File: src/rtl/median3_stream.sv
// median3_stream: streaming 3-tap 1D median filter with edge replication.
// Consumes a framed sample stream over valid/ready and produces one median
// per input sample. The first and last samples of a frame see their own
// value replicated into the missing window slot.
// Optional build macro: MEDIAN3_SIGNED_EN (treat samples as two's-complement).
module median3_stream #(
   parameter int DATA_W = 8
) (
   input  logic              clk,
   input  logic              rst,
   input  logic              in_valid,
   output logic              in_ready,
   input  logic [DATA_W-1:0] in_data,
   input  logic              in_last,
   output logic              out_valid,
   input  logic              out_ready,
   output logic [DATA_W-1:0] out_data,
   output logic              out_last
);

   localparam logic [1:0] ST_EMPTY = 2'd0;
   localparam logic [1:0] ST_RUN   = 2'd1;
   localparam logic [1:0] ST_FLUSH = 2'd2;

   logic [1:0]        r_state;
   logic [DATA_W-1:0] r_prev;
   logic [DATA_W-1:0] r_cur;
   logic              r_out_valid;
   logic [DATA_W-1:0] r_out_data;
   logic              r_out_last;

   logic              w_slot_free;
   logic              w_in_ready;
   logic              w_in_xfer;
   logic              w_load_run;
   logic              w_load_flush;
   logic [DATA_W-1:0] w_median;

   // Ordering used by every comparison in the median network.
   function automatic logic less_than(input logic [DATA_W-1:0] a,
                                      input logic [DATA_W-1:0] b);
`ifdef MEDIAN3_SIGNED_EN
      return ($signed(a) < $signed(b));
`else
      return (a < b);
`endif
   endfunction

   // median(a,b,c) = max(min(a,b), min(max(a,b),c))
   function automatic logic [DATA_W-1:0] median3(input logic [DATA_W-1:0] a,
                                                 input logic [DATA_W-1:0] b,
                                                 input logic [DATA_W-1:0] c);
      logic [DATA_W-1:0] lo;
      logic [DATA_W-1:0] hi;
      logic [DATA_W-1:0] mid;
      lo  = less_than(a, b) ? a : b;
      hi  = less_than(a, b) ? b : a;
      mid = less_than(hi, c) ? hi : c;
      return less_than(lo, mid) ? mid : lo;
   endfunction

   assign w_slot_free  = !r_out_valid || out_ready;
   assign w_in_xfer    = in_valid && w_in_ready;
   assign w_load_run   = (r_state == ST_RUN) && w_in_xfer;
   assign w_load_flush = (r_state == ST_FLUSH) && w_slot_free;
   assign w_median     = median3(r_prev, r_cur, in_data);

   // Input acceptance depends on window state and output slot availability.
   always_comb begin
      w_in_ready = 1'b0;
      case (r_state)
         ST_EMPTY: w_in_ready = 1'b1;
         ST_RUN:   w_in_ready = w_slot_free;
         ST_FLUSH: w_in_ready = 1'b0;
         default:  w_in_ready = 1'b0;
      endcase
   end

   // Window registers and frame state sequencing.
   always_ff @(posedge clk or negedge rst) begin
      if (!rst) begin
         r_state <= ST_EMPTY;
         r_prev  <= '0;
         r_cur   <= '0;
      end else begin
         case (r_state)
            ST_EMPTY: begin
               if (w_in_xfer) begin
                  r_prev  <= in_data;
                  r_cur   <= in_data;
                  r_state <= in_last ? ST_FLUSH : ST_RUN;
               end
            end
            ST_RUN: begin
               if (w_in_xfer) begin
                  r_prev  <= r_cur;
                  r_cur   <= in_data;
                  r_state <= in_last ? ST_FLUSH : ST_RUN;
               end
            end
            ST_FLUSH: begin
               if (w_slot_free) begin
                  r_state <= ST_EMPTY;
               end
            end
            default: r_state <= ST_EMPTY;
         endcase
      end
   end

   // Single-entry output register; a new load wins over a same-cycle drain.
   always_ff @(posedge clk or negedge rst) begin
      if (!rst) begin
         r_out_valid <= 1'b0;
         r_out_data  <= '0;
         r_out_last  <= 1'b0;
      end else if (w_load_run) begin
         r_out_valid <= 1'b1;
         r_out_data  <= w_median;
         r_out_last  <= 1'b0;
      end else if (w_load_flush) begin
         // median(prev,cur,cur) always reduces to cur
         r_out_valid <= 1'b1;
         r_out_data  <= r_cur;
         r_out_last  <= 1'b1;
      end else if (out_ready) begin
         r_out_valid <= 1'b0;
      end
   end

   assign in_ready  = w_in_ready;
   assign out_valid = r_out_valid;
   assign out_data  = r_out_data;
   assign out_last  = r_out_last;

endmodule

File: config.mk
export PLATFORM = sky130hd
export DESIGN_NAME = median3_stream
export DESIGN_NICKNAME = d
export VERILOG_FILES = /design/src/rtl/median3_stream.sv
export SDC_FILE = /design/constraint.sdc
export NUM_CORES = 1
export LEC_CHECK = 0
export BUFFER_PORTS_ARGS = -buffer_cell sky130_fd_sc_hd__buf_2
export CAP_MARGIN = 10
export CORE_UTILIZATION = 58
export DETAILED_ROUTE_END_ITERATION = 12
export PLACE_DENSITY = 0.91
export SLEW_MARGIN = 30
export SYNTH_ARGS = -nofsm -noshare
export SYNTH_HDL_FRONTEND = slang
export SYNTH_SLANG_ARGS = --single-unit
export TNS_END_PERCENT = 30
File: constraint.sdc
create_clock -name clk -period 5.8 [get_ports clk]
set_clock_uncertainty 0.15 [all_clocks]
set_input_delay 0 -clock clk [delete_from_list [all_inputs] [get_ports clk]]
set_output_delay 0 -clock clk [all_outputs]
set_load 0.05 [all_outputs]
# Word level (Yosys, flattened, before mapping)
# Index checks and enable logic that the tools add are counted.
# Widths: inputs -> output; s select.
dict set report word_totals {
  elab_cells 47
  reg_bits 28
  out_inout_bits 11
  in_bits 13
}
dict set report op_classes {
  eq_ne 6
  n_lt_le_gt_ge 3
  n_reduce_logical 13
  n_mux 19
}
# op n
set ops {}
lappend ops {{$mux 8} 8}
lappend ops {{$lt 8x8->1} 3}
lappend ops {{$pmux 8 s2} 1}
lappend ops {{$mux 2} 3}
lappend ops {{$ne 2x2->1 const B} 3}
lappend ops {{$mux 1} 5}
lappend ops {{$pmux 2 s2} 1}
lappend ops {{$reduce_and 2->1} 2}
lappend ops {{$reduce_bool 2->1} 2}
lappend ops {{$logic_and 1x1->1} 3}
lappend ops {{$reduce_and 3->1} 1}
lappend ops {{$reduce_bool 3->1} 1}
lappend ops {{$eq 2x1->1 const B} 1}
lappend ops {{$eq 2x2->1 const B} 1}
lappend ops {{$logic_not 2->1} 1}
lappend ops {{$ne 2x1->1 const B} 1}
lappend ops {{$pmux 1 s2} 1}
lappend ops {{$reduce_or 2->1} 1}
lappend ops {{$logic_not 1->1} 1}
lappend ops {{$logic_or 1x1->1} 1}

# Depth between registers and ports, before layout
dict set report logic_depth {
  word_depth 7
  mapped_depth 22
  depth_no_buf 21
}

# Least setup slack after synthesis
# OpenSTA, ideal clock, no wires.
dict set report synth_path {
  path_kind {reg2reg}
  start {register r_cur[1]}
  end {register r_out_data[6], in the netlist out_data[6]}
  required_ns 5.521
  slack_ns 1.095
  setup_ns 0.129
  period_less_slack_ns 4.705
  stages_incl_launch_ff 22
  arrival_time_ns 4.426
  cell_sequence {dfrtp_1 -> inv_1 -> ha_1 -> a2111o_1 -> a21o_1 -> clkbuf_1 -> nand2_1 -> o21ai_0 -> ha_1 -> a211oi_1 -> a221oi_1 -> nor2_1 -> a41oi_4 -> mux2i_1 -> ha_1 -> a21oi_1 -> nor2b_1 -> o21ai_0 -> o211ai_1 -> a21oi_2 -> and2b_2 -> a21oi_1}
}
dict set report synth_between {
  elab_chain_len 7
  elab_cells_between_ends 8
}
# element line_no
set synth_rtl {}
lappend synth_rtl {{start, declared} 27} ;# logic [DATA_W-1:0] r_cur;
lappend synth_rtl {{start signal, assigned} 90} ;# r_cur <= in_data;
lappend synth_rtl {{start signal, assigned} 97} ;# r_cur <= in_data;
lappend synth_rtl {{$lt 8x8->1} 45} ;# return (a < b);
lappend synth_rtl {{$mux 8} 57} ;# hi = less_than(a, b) ? b : a;
lappend synth_rtl {{$lt 8x8->1} 45}
lappend synth_rtl {{$mux 8} 58} ;# mid = less_than(hi, c) ? hi : c;
lappend synth_rtl {{$lt 8x8->1} 45}
lappend synth_rtl {{$mux 8 (*)} 59} ;# return less_than(lo, mid) ? mid : lo;
lappend synth_rtl {{$mux 8 (*)} 117} ;# end else if (w_load_run) begin
lappend synth_rtl {{end signal, assigned} 119} ;# r_out_data <= w_median;
lappend synth_rtl {{end signal, assigned} 124} ;# r_out_data <= r_cur;
lappend synth_rtl {{end, declared} 29} ;# logic [DATA_W-1:0] r_out_data;
# Every way passes the cells marked *; elsewhere a longest branch is shown, timed or not.
# A chain may end at the register's enable or synchronous reset.

# Final worst setup path
dict set report layout_path {
  start {register r_cur[5]}
  end {register r_out_data[2], in the netlist out_data[2]}
}
# The elaborated chain is that of the path after synthesis.

==> impl_metrics.py <==
metrics = {
    "sta": {
        "slew_viol_final": 0,
        "worstMarginPinSlew_ps": 855.1,
        "finalCritPeriodShare_pct": 93.27,
        "final-hold-violation-count": 0,
        "max_slew_margin_pct": 42.85,
        "finalSetupViolCount": 0,
        "layout_min_cycle_time_ps": 5410,
        "fmax_ghz": 0.1849,
        "rsz0062_at_grt": "false",
        "fin_tns_setup_ps": 0,
    },
    "floorplan": {
        "start_util_pct": 61.54,
        "ios": 24,
        "core_mm2": 0.003390,
        "dieArea_mm2": 0.003840,
        "die_y_um": 61.97,
        "die_w_um": 61.97,
        "rows": 21,
    },
    "clock_tree": {
        "path_clk_slew_ps": 170,
        "clkSinkCount": 28,
        "clockBufferDepth": 2,
        "cts_tree": "yes",
        "cts.root.buffer_cell": "clkbuf_4",
        "clkLatencyLatePin_ps": 340,
        "postCtsSetupBuffers": 0,
        "cts_buffers": 3,
        "htreeDepth": 1,
    },
    "global_route": {
        "grt_max_degree": 34,
        "grt_pass1_wl_um": 7852,
        "grtUsageTotal_pct": 27.79,
        "grt_pass1_vias": 1691,
        "antenna_found_initial": 0,
        "gr-total-overflow": 0,
    },
    "cells_and_area": {
        "area_growth_pct": 15.72,
        "layout-drive-gt1-share_pct": 15.52,
        "final_nets": 312,
        "antennaDiodeCount": 0,
    },
    "routing": {
        "drt_iter0_drc": 141,
        "vias_per_cell": 5.947,
        "antenna_left": 0,
        "post-route-drc-count": 0,
        "wire_per_inst_um": 14.97,
        "num_vias": 1921,
        "drt_wl_total_um": 4836,
        "drtPass1Iterations": 4,
    },
    "synth": {
        "avgSynthCellArea_um2": 8.479,
        "synth_top_area_share_pct": 33.59,
        "synth_top_cell_by_area": "dfrtp_1",
        "synth_mux_area_share_pct": 9.778,
        "synth_area_leaders": "dfrtp_1, ha_1, o21ai_0, nand2_1, mux2i_1",
        "ys_seq_area_share_pct": 33.59,
        "netlist_instances": 246,
        "synth-xor-area-share_pct": 0,
        "synth-edff-count": 0,
        "synthDistinctLibCells": 33,
        "synthAdderAreaFrac_pct": 12.60,
        "synth_compound_area_share_pct": 24.84,
        "yosysWarnings": 0,
        "synth-simple-area-share_pct": 13.98,
        "syn_nets": 280,
        "async_flop_share_pct": 100.0,
        "ys_ff_latch": 28,
        "synthFlopType": "dfrtp_1",
        "synth_top_family_by_area": "compound AO/OA/AOI/OAI gates",
        "netlist_area_mm2": 0.002086,
    },
    "setup_path": {
        "arrival_ps": 5480,
        "crit_path_frequent_cell": "ha_1",
        "r2r_setup_slack_ps": 390,
        "setup.worst_path.end_class": "register",
        "cp.required_ps": 5870,
        "start_kind": "register",
        "cp_max_fo": 16,
        "cpMaxStageDelayCell": "dfrtp_1",
        "path_class": "register to register",
        "path_cells": "inv_1, ha_1, a211oi_1, o21bai_1, a21o_2, nand2_1, o21ai_0, ha_1, nand4_1, a221oi_1, nor2_1, a41oi_4, mux2i_1, ha_1, a21oi_1, nor2b_1, o21ai_0, o211ai_1, a21oi_2, and2b_2, a21oi_1",
        "slowest_delay_ps": 450,
    },
    "placement": {
        "port_buffers": 23,
        "dpl.hpwl_um": 3530,
        "gp_congestion": 0.8913,
    },
    "worst_hold_path": {
        "hold_path_class": "input pin to asynchronous set/reset pin",
    },
    "outcome": {
        "status": "completed",
    },
    "run": {
        "drv_cap": 0,
    },
}
-- metal layers --
metal / share of wire [%] / global-route usage (%) / up-vias / routed length (µm)
met5: 0 / 0 / - / 0
met4: 2.0 / 11.43 / 0 / 99
met3: 5.5 / 3.520 / 10 / 266
met2: 45 / 41.95 / 72 / 2166
met1: 48 / 39.95 / 894 / 2305
li1: - / - / 945 / -
-- sequential cells by signal, indices dropped and copies added (netlist names) --
name       flops
r_prev         8
out_valid      1
r_state        2
out_last       1
r_cur          8
out_data       8
-- metrics by stage --
step                      util, %  instance area, µm²  cells  hold slack, ps  setup WS [ps]
after floorplan                 -                2086    246          -445.6           1095
after global placement      65.63                2225    306          -103.4          601.6
after detailed placement    65.63                2225    306          -96.36          460.2
after CTS                   71.02                2407    323           53.69          397.0
after global routing        71.21                2414    323           83.37          90.45
final                       71.21                2414    323           37.38          390.3
-- synthesized netlist by cell type (2+ instances only) --
cell and instances:
nand2_1 41, o21ai_0 31, dfrtp_1 28, ha_1 21, inv_1 20, a21oi_1 17, nor2_1 12, mux2i_1 10
clkbuf_1 9, mux2_2 8, o211ai_1 8, o31ai_1 7, a211oi_1 4, nand2b_1 3, nand3_1 3, nand4_1 3
a21o_1 2, a21oi_2 2, nor2b_1 2, o21bai_1 2
-- placed cells by master (no fill, tap or decap), drive strengths merged --
cell type,n
mux2i,11
o211ai,8
a2111o,1
dfrtp,28
o2111ai,1
nand2,41
o21ai,31
nor2b,2
nand3,3
a211oi,4
clkbuf,3
o22ai,1
and2b,1
or2,1
inv,20
a211o,1
buf,23
mux2,8
o21a,1
a21oi,19
nor3,1
o21bai,2
a221oi,1
or4,1
bufinv,1
dlygate4sd3,13
nand4,3
nor2,12
o31ai,7
nand2b,3
ha,21
a2bb2oi,1
a41oi,1
a21o,2
-- final cells by class --
type                            count  area (µm²)
Sequential cell                    28       700.7
Timing Repair Buffer               36       245.2
Fill cell                         250       975.9
Tap cell                           46       57.56
Inverter                           20       75.07
Multi-Input combinational cell    189        1282
Clock buffer                        3       22.52
Clock inverter                      1       30.03
-- logic make-up after synthesis --
group                    Yosys count
AO/OA/AOI/OAI                     81
adder cells (fa/ha/maj)           21
buffers and inverters             29
flip-flops                        28
multiplexers                      19
AND/OR/NAND/NOR                   68
-- worst paths after layout --
| path | endpoint | start | cells after the start |
|---|---|---|---|
| worst max-delay path | out_data[2] | r_cur[5] | 21 |
| worst min-delay path | r_prev[6] | rst | 2 |
| worst max register to register | out_data[2] | r_cur[5] | 21 |
| worst min register to register | out_last | out_last | 2 |
| max in group asynchronous | out_data[2] | rst | 2 |
| min in group clk | out_valid | in_valid | 3 |
-- critical path: cells and delay by family (launching register included) --
family,cells,cell delay [ps]
flip-flops,1,450
multiplexers,1,350
AO/OA/AOI/OAI,11,2530
adder cells (fa/ha/maj),3,960
buffers and inverters,1,100
AND/OR/NAND/NOR,5,750
-- what timing repair did --
action,CTS,global route
setup endpoints to repair,0,5
resized for setup,0,2
hold buffers,13,0
endpoints found under the hold margin,54,0
Power is not shown: default switching activity piles up to over one toggle a cycle in this logic, so the estimate is an artifact.
